$ cat config.mk
export PLATFORM = sky130hd
export DESIGN_NAME = req_split_stream
export DESIGN_NICKNAME = d
export VERILOG_FILES = /design/src/rtl/req_split_pkg.sv /design/src/rtl/req_split_oreg.sv /design/src/rtl/req_split_stream.sv
export SDC_FILE = /design/constraint.sdc
export NUM_CORES = 1
export LEC_CHECK = 0
export BUFFER_PORTS_ARGS = -buffer_cell sky130_fd_sc_hd__buf_2
export CORE_AREA = 2 2 113 197
export CTS_BUF_LIST = sky130_fd_sc_hd__clkbuf_8
export DETAILED_ROUTE_END_ITERATION = 8
export DIE_AREA = 0 0 115 199
export GPL_TIMING_DRIVEN = 0
export PLACE_DENSITY = 0.78
export SLEW_MARGIN = 20
export SYNTH_ARGS = -nofsm -noshare
export SYNTH_HDL_FRONTEND = slang
export SYNTH_HIERARCHICAL = 1
export SYNTH_SLANG_ARGS = --single-unit
export TNS_END_PERCENT = 5
$ cat constraint.sdc
create_clock -name aclk -period 6.1 [get_ports aclk]
set_input_delay 0.305 -clock aclk [delete_from_list [all_inputs] [get_ports aclk]]
set_output_delay 0.305 -clock aclk [all_outputs]
set_load 0.1 [all_outputs]
$ cat src/rtl/req_split_pkg.sv
// Shared types and widths for the request splitter: the request layout
// carried on both the sink and source streams, and the splitter FSM states.
package req_split_pkg;

  localparam int ADDR_BITS   = 48;
  localparam int LEN_BITS    = 28;
  localparam int DEST_BITS   = 4;
  // Default split boundary exponent: chunks never cross a 4 KiB page.
  localparam int PG_BITS_DEF = 12;

  // Request / chunk layout, MSB first: {vaddr, len, ctl, dest}.
  typedef struct packed {
    logic [ADDR_BITS-1:0] vaddr;
    logic [LEN_BITS-1:0]  len;
    logic                 ctl;
    logic [DEST_BITS-1:0] dest;
  } req_t;

  typedef enum logic {
    ST_IDLE  = 1'b0,
    ST_SPLIT = 1'b1
  } split_state_e;

  // Smaller of two lengths; used to clip a chunk at the page boundary.
  function automatic logic [LEN_BITS-1:0] min_len(input logic [LEN_BITS-1:0] a,
                                                  input logic [LEN_BITS-1:0] b);
    return (a < b) ? a : b;
  endfunction

endpackage

$ cat src/rtl/req_split_oreg.sv
// One-entry val/rdy register slice. Holds a chunk until the downstream
// consumer takes it; loads a new one whenever it is empty or being drained
// in the same cycle, so it sustains one transfer per cycle.
module req_split_oreg
  import req_split_pkg::*;
#(
  parameter type T = req_t
) (
  input  logic aclk,
  input  logic aresetn,
  input  logic in_val,
  output logic in_rdy,
  input  T     in_data,
  output logic out_val,
  input  logic out_rdy,
  output T     out_data
);

  // Free this cycle if empty or the held entry leaves at this edge; the held
  // entry therefore cannot change while out_val is high and out_rdy is low.
  assign in_rdy = !out_val || out_rdy;

  // Slot register: val/data update only when the slot is free.
  always_ff @(posedge aclk or negedge aresetn) begin
    if (!aresetn) begin
      out_val  <= 1'b0;
      out_data <= '0;
    end else if (in_rdy) begin
      out_val <= in_val;
      if (in_val) begin
        out_data <= in_data;
      end
    end
  end

endmodule

$ cat src/rtl/req_split_stream.sv
// Splits each incoming request into chunks that never cross a 2^PG_BITS byte
// boundary. The first chunk is computed straight from the sink data so it
// is registered at the accepting edge; later chunks come from the latched
// request state. Chunks leave through a one-entry register slice.
//
// Handshake (both ports): a beat transfers on a rising aclk edge where val
// and rdy are both high. A source holding val high keeps its data stable
// until the transfer; rdy may be computed from val.
module req_split_stream
  import req_split_pkg::*;
#(
  parameter int  PG_BITS = req_split_pkg::PG_BITS_DEF,
  parameter type QTYPE   = req_t
) (
  input  logic aclk,
  input  logic aresetn,
  input  logic val_snk,
  output logic rdy_snk,
  input  QTYPE data_snk,
  output logic val_src,
  input  logic rdy_src,
  output QTYPE data_src,
  output logic dbg_state
);

  // A chunk length must be able to hold a full page.
  if (LEN_BITS < PG_BITS + 1) begin : g_len_too_narrow
    $error("req_split_stream: LEN_BITS must be at least PG_BITS+1");
  end

  localparam logic [LEN_BITS-1:0] PAGE_BYTES = LEN_BITS'(1) << PG_BITS;

  split_state_e          state_q, state_d;
  logic [ADDR_BITS-1:0]  vaddr_q, vaddr_d;
  logic [LEN_BITS-1:0]   rem_q,   rem_d;
  logic                  ctl_q,   ctl_d;
  logic [DEST_BITS-1:0]  dest_q,  dest_d;
  // Low during reset and until the first edge after release, so rdy_snk
  // cannot rise combinationally on the reset deassertion itself.
  logic                  run_q;

  req_t                  snk_req;
  logic [ADDR_BITS-1:0]  src_vaddr;
  logic [LEN_BITS-1:0]   src_rem;
  logic                  src_ctl;
  logic [DEST_BITS-1:0]  src_dest;
  logic [LEN_BITS-1:0]   page_room;
  logic [LEN_BITS-1:0]   chunk_len;
  logic                  is_final;
  logic                  ld_val;
  logic                  oreg_rdy;
  req_t                  chunk;
  req_t                  oreg_data;

  assign snk_req   = req_t'(data_snk);
  assign dbg_state = state_q;

  // State and request registers; everything clears on reset, which drops
  // any request still being split.
  always_ff @(posedge aclk or negedge aresetn) begin
    if (!aresetn) begin
      state_q <= ST_IDLE;
      vaddr_q <= '0;
      rem_q   <= '0;
      ctl_q   <= 1'b0;
      dest_q  <= '0;
      run_q   <= 1'b0;
    end else begin
      state_q <= state_d;
      vaddr_q <= vaddr_d;
      rem_q   <= rem_d;
      ctl_q   <= ctl_d;
      dest_q  <= dest_d;
      run_q   <= 1'b1;
    end
  end

  // Next-state, chunk formation and sink ready. In ST_IDLE the chunk is
  // built from the sink request; in ST_SPLIT from the latched remainder.
  always_comb begin
    state_d   = state_q;
    vaddr_d   = vaddr_q;
    rem_d     = rem_q;
    ctl_d     = ctl_q;
    dest_d    = dest_q;
    src_vaddr = vaddr_q;
    src_rem   = rem_q;
    src_ctl   = ctl_q;
    src_dest  = dest_q;
    ld_val    = 1'b0;
    rdy_snk   = 1'b0;

    case (state_q)
      ST_IDLE: begin
        rdy_snk   = run_q && oreg_rdy;
        src_vaddr = snk_req.vaddr;
        src_rem   = snk_req.len;
        src_ctl   = snk_req.ctl;
        src_dest  = snk_req.dest;
        ld_val    = val_snk && run_q && oreg_rdy;
      end
      ST_SPLIT: begin
        ld_val = oreg_rdy;
      end
      default: begin
        state_d = ST_IDLE;
      end
    endcase

    // Bytes left before the next page boundary (1..2^PG_BITS).
    page_room = PAGE_BYTES - LEN_BITS'(src_vaddr[PG_BITS-1:0]);
    chunk_len = min_len(src_rem, page_room);
    // A zero-length request takes this path too: one chunk of length 0.
    is_final  = (src_rem == chunk_len);

    chunk.vaddr = src_vaddr;
    chunk.len   = chunk_len;
    chunk.ctl   = is_final ? src_ctl : 1'b0;
    chunk.dest  = src_dest;

    if (ld_val) begin
      // Address wraps silently at 2^ADDR_BITS.
      vaddr_d = src_vaddr + ADDR_BITS'(chunk_len);
      rem_d   = src_rem - chunk_len;
      ctl_d   = src_ctl;
      dest_d  = src_dest;
      state_d = is_final ? ST_IDLE : ST_SPLIT;
    end
  end

  req_split_oreg #(
    .T (req_t)
  ) u_oreg (
    .aclk     (aclk),
    .aresetn  (aresetn),
    .in_val   (ld_val),
    .in_rdy   (oreg_rdy),
    .in_data  (chunk),
    .out_val  (val_src),
    .out_rdy  (rdy_src),
    .out_data (oreg_data)
  );

  assign data_src = QTYPE'(oreg_data);

endmodule
Word level (Yosys, flattened, before mapping)
Cells that the tools add are included.
{"block": "classes", "addsub": 3, "order_cmp": 1, "eq_ne": 1, "n_mux": 9, "bitwise_logic": 1, "reduce_logical": 6}
{"op": "$mux 28", "count": 2}
{"op": "$add 48x28->48", "count": 1}
{"op": "$mux 48", "count": 1}
{"op": "$eq 28x28->1", "count": 1}
{"op": "$lt 28x28->1", "count": 1}
{"op": "$sub 28x28->28", "count": 1}
{"op": "$sub 13x12->14 const A", "count": 1}
{"op": "$mux 1", "count": 4}
{"op": "$mux 4", "count": 1}
{"op": "$logic_and 1x1->1", "count": 3}
{"op": "$pmux 1 s2", "count": 1}
{"op": "$reduce_and 2->1", "count": 1}
{"op": "$logic_not 1->1", "count": 1}
{"op": "$logic_or 1x1->1", "count": 1}
{"op": "$not 1->1", "count": 1}
{"block": "totals", "ff_bits": 165, "out_inout_bits": 84, "elab_cells": 32}

Longest topological paths before layout
{"block": "depth", "ltp_word": 6, "ltp_mapped": 28, "mapped_depth_nobuf": 25}

Cells and area by module
The synthesis kept the hierarchy.
{"module": "req_split_stream", "n_inst": 1, "cells_each": 919, "area_each_um2": 7946.4, "seq_area_each_um2": 2077.0}
{"module": "req_split_oreg", "n_inst": 1, "cells_each": 174, "area_each_um2": 3385.7, "seq_area_each_um2": 2052.0}

Worst setup path before layout
OpenSTA, ideal clock, no wires.
{"block": "synth_path", "path_type": "register to register", "start": "register state_q, in the netlist dbg_state", "end": "register vaddr_q[26]", "setup_ps": 69, "t_arrival_ps": 6711, "t_required_ps": 6031, "slack_ps": -680, "path_stages_with_launch": 28, "n_path_buf": 3, "period_less_slack_ps": 6780, "path_cell_list": "dfrtp_1 > buf_6 > buf_6 > mux2i_1 > ha_1 > o21ai_1 > or3_4 > nor3_2 > and3_1 > and3_1 > inv_1 > ha_1 > o21ai_0 > or3_1 > o21ai_2 > buf_6 > mux2i_1 > ha_1 > inv_1 > fa_1 > nor2b_1 > o2111ai_1 > a21oi_2 > a211oi_2 > o31ai_2 > a21oi_1 > or4_1 > nand3_1"}
{"element": "from (decl)", "line": "req_split_stream.sv:33", "rtl": "split_state_e state_q, state_d;"}
{"element": "from (signal assigned)", "line": "req_split_stream.sv:69", "rtl": "state_q <= state_d;"}
{"element": "to (signal assigned)", "line": "req_split_stream.sv:70", "rtl": "vaddr_q <= vaddr_d;"}
{"element": "to (decl)", "line": "req_split_stream.sv:34", "rtl": "logic [ADDR_BITS-1:0] vaddr_q, vaddr_d;"}

==> qor.csv <==
stage,metric,value,unit
clock_tree,htreeDepth,4,
cells_and_area,final_nets,1497,
synth,synth_area_leaders,"dfrtp_1 36%, mux2_4 12%, ha_1 6.0%",
place,io_buffers,168,
detailed_routing,drtAntennaViolNets,0,
timing,maxSlewViolCount,0,
clock_tree,clk_path_buf_depth,2,
detailed_routing,vias_per_cell,5.946,
detailed_routing,drc,0,
grt,grt_max_degree,85,
clock_tree,clk_transition_reported_paths,80,ps
synth,synth_area_leader_cell,dfrtp_1,
worst_setup_path,cp_common_cell,buf_12,
synth,synthCells,1093,
floorplan,dieArea,22890,sq um
synth,syn-mean-instance-area,10.37,sq um
synth,dominantRegCellSynth,dfrtp_1,
detailed_routing,drt_wl_total,33.24,mm
worst_setup_path,slowest_stage,dfrtp_4,
timing,hold_violations,0,
synth,synth_edf_count,0,
clock_tree,clock_sinks,165,
floorplan,die_height,199,um
cells_and_area,regArea,4133,sq um
timing,layout_min_cycle_time,6215,ps
detailed_routing,dr.first_iter.drc_count,545,
cells_and_area,n_fill_cell,1666,
place,place_hpwl,23.81,mm
synth,synth_common_cells,"165 x dfrtp_1, 104 x nand2_1, 89 x mux2_4, 66 x o21ai_0, 55 x mux2i_1",
clock_tree,tritoncts,built,
status,status,"finished, violations left",
synth,yosysSeqAreaShare,36.44,%
worst_setup_path,crit_type,reg -> reg,
worst_setup_path,path_max_fanout,5,
grt,globalRouteOverflowTotal,0,
cells_and_area,num_antenna_cells,0,
grt,grt_pass1_vias,9912,
detailed_routing,wl_per_cell,20.50,um
cells_and_area,area_growth,24.81,%
worst_setup_path,arrival,6580,ps
detailed_routing,drt-pass1-iter-count,6,
floorplan,io_pins,169,
timing,finalSetupViolCount,18,
synth,synth_most_common_cell,dfrtp_1,
synth,synth_area,11330,sq um
clock_tree,numCtsBuffers,17,
place,routabilityCongestion,0.9286,
place,pre_cts_ws,-873.0,ps
detailed_routing,num_vias,9639,
timing,worst_pin_slew,929.7,ps
timing,rsz0062_at_grt,yes,
clock_tree,root_buffer,clkbuf_8,
cells_and_area,multiInputGateArea,7535,sq um
worst_setup_path,required,6470,ps
timing,worst_slack,-115.1,ps
cells_and_area,drive_above_1_share,36.97,%
hold_path,min_path_type,in -> reg,
status,violations,negative setup slack,
job,drv_cap,0,
grt,antenna_found_initial,2,
timing,clock_skew,12.09,ps
synth,yosysWarnings,6,
floorplan,start_util,53.15,%
synth,synthArstFlopShare,100.0,%
worst_setup_path,worst_setup_path_end_kind,flop,
worst_setup_path,max_stage_delay,500,ps
synth,synth_top_area_share,36.44,%
timing,fin_tns_setup,-799.7,ps
floorplan,coreArea,21320,sq um
grt,track_usage,29.09,%
synth,synth-seq-cells,165,
timing,timing.final.crit_share,101.9,%
worst_setup_path,crit_path_start_kind,flop,
floorplan,num_rows,71,
timing,slew_headroom,38.02,%
floorplan,die_w,115,um
synth,ys_types,76,
grt,grt_pass1_wl,51.14,mm
clock_tree,insertion_delay,510,ps
timing,clock.fmax,160.9,MHz
-- what timing repair did --
item,4_1_cts,5_1_grt
hold buffers,2,0
pin swaps,30,39
gates cloned,1,0
setup buffers,31,12
setup endpoints to repair,60,50
hold endpoints to repair,82,0
resized for setup,64,64
-- layer usage --
layer,routed length [um],vias up,track usage (%)
met4,1950,4,18.43
li1,-,4454,-
met1,11980,4729,31.09
met5,24,-,0
met2,17740,327,51.85
met3,1543,125,5.271
-- critical path: cells and delay by family (launching register included) --
kind,cells,cell delay (ps)
AND/OR/NAND/NOR,4,1010
XOR/XNOR,2,290
buffers and inverters,5,740
adder cells (fa/ha/maj),3,800
flip-flops,1,500
AO/OA/AOI/OAI,12,2240
multiplexers,2,480
-- placed cells by master, fill, tap and decap left out, types with 36 or more instances in the layout --
cell / instances
nand2_1: 103
xnor2_1: 40
inv_1: 47
a21oi_1: 41
buf_4: 40
mux2_4: 90
dfrtp_1: 164
buf_2: 170
mux2i_1: 36
o21ai_0: 60
nor2_1: 44
mux2_2: 45
ha_1: 42
-- logic make-up after synthesis --
family | share of synthesized area [%]
AOI/OAI and AO/OA | 14.21
xor gates and xnor gates | 5.476
adders and majority gates | 6.316
buffers and inverters | 4.140
DFF | 36.44
muxes | 21.22
other | 0.06627
and+or+nand+nor | 12.13
-- final timing paths --
path	cells after the start	slack [ps]	to	start
setup / recovery	28	-120	vaddr_q[23]	dbg_state
hold / removal	3	90	u_oreg/out_val	rdy_src
setup reg to reg	28	-120	vaddr_q[23]	dbg_state
hold reg to reg	2	490	ctl_q	ctl_q
max in group asynchronous	3	4890	rem_q[13]	aresetn
min in group asynchronous	2	370	u_oreg/out_data[49]	aresetn
-- flip-flops by register name, summed over array words and instances, names as in the netlist --
register         flops
dbg_state            1
dest_q               4
u_oreg/out_data     81
rem_q               28
vaddr_q             48
run_q                1
ctl_q                1
u_oreg/out_val       1
-- cell type report --
class | count | share of cell area (%)
Buffer | 45 | 2.521
Clock buffer | 19 | 1.849
Clock inverter | 10 | 0.6104
Inverter | 49 | 1.300
Multi-Input combinational cell | 863 | 53.27
Sequential cell | 165 | 29.22
Tap cell | 255 | 2.256
Timing Repair Buffer | 215 | 8.970
-- stage by stage --
step | hold slack (ps) | area [sq um] | std cells | util (%)
floorplan | 9.409 | 11540 | 1122 | -
global placement | 455.2 | 12700 | 1545 | 59.59
detailed placement | 346.9 | 12740 | 1546 | 59.77
CTS | 68.29 | 13670 | 1609 | 64.10
global route | 97.04 | 14140 | 1621 | 66.34
finish | 93.10 | 14140 | 1621 | 66.34
Power is left out: the tool's default activity adds up to more than one toggle a clock period on the data nets, which glitch-free logic cannot reach.
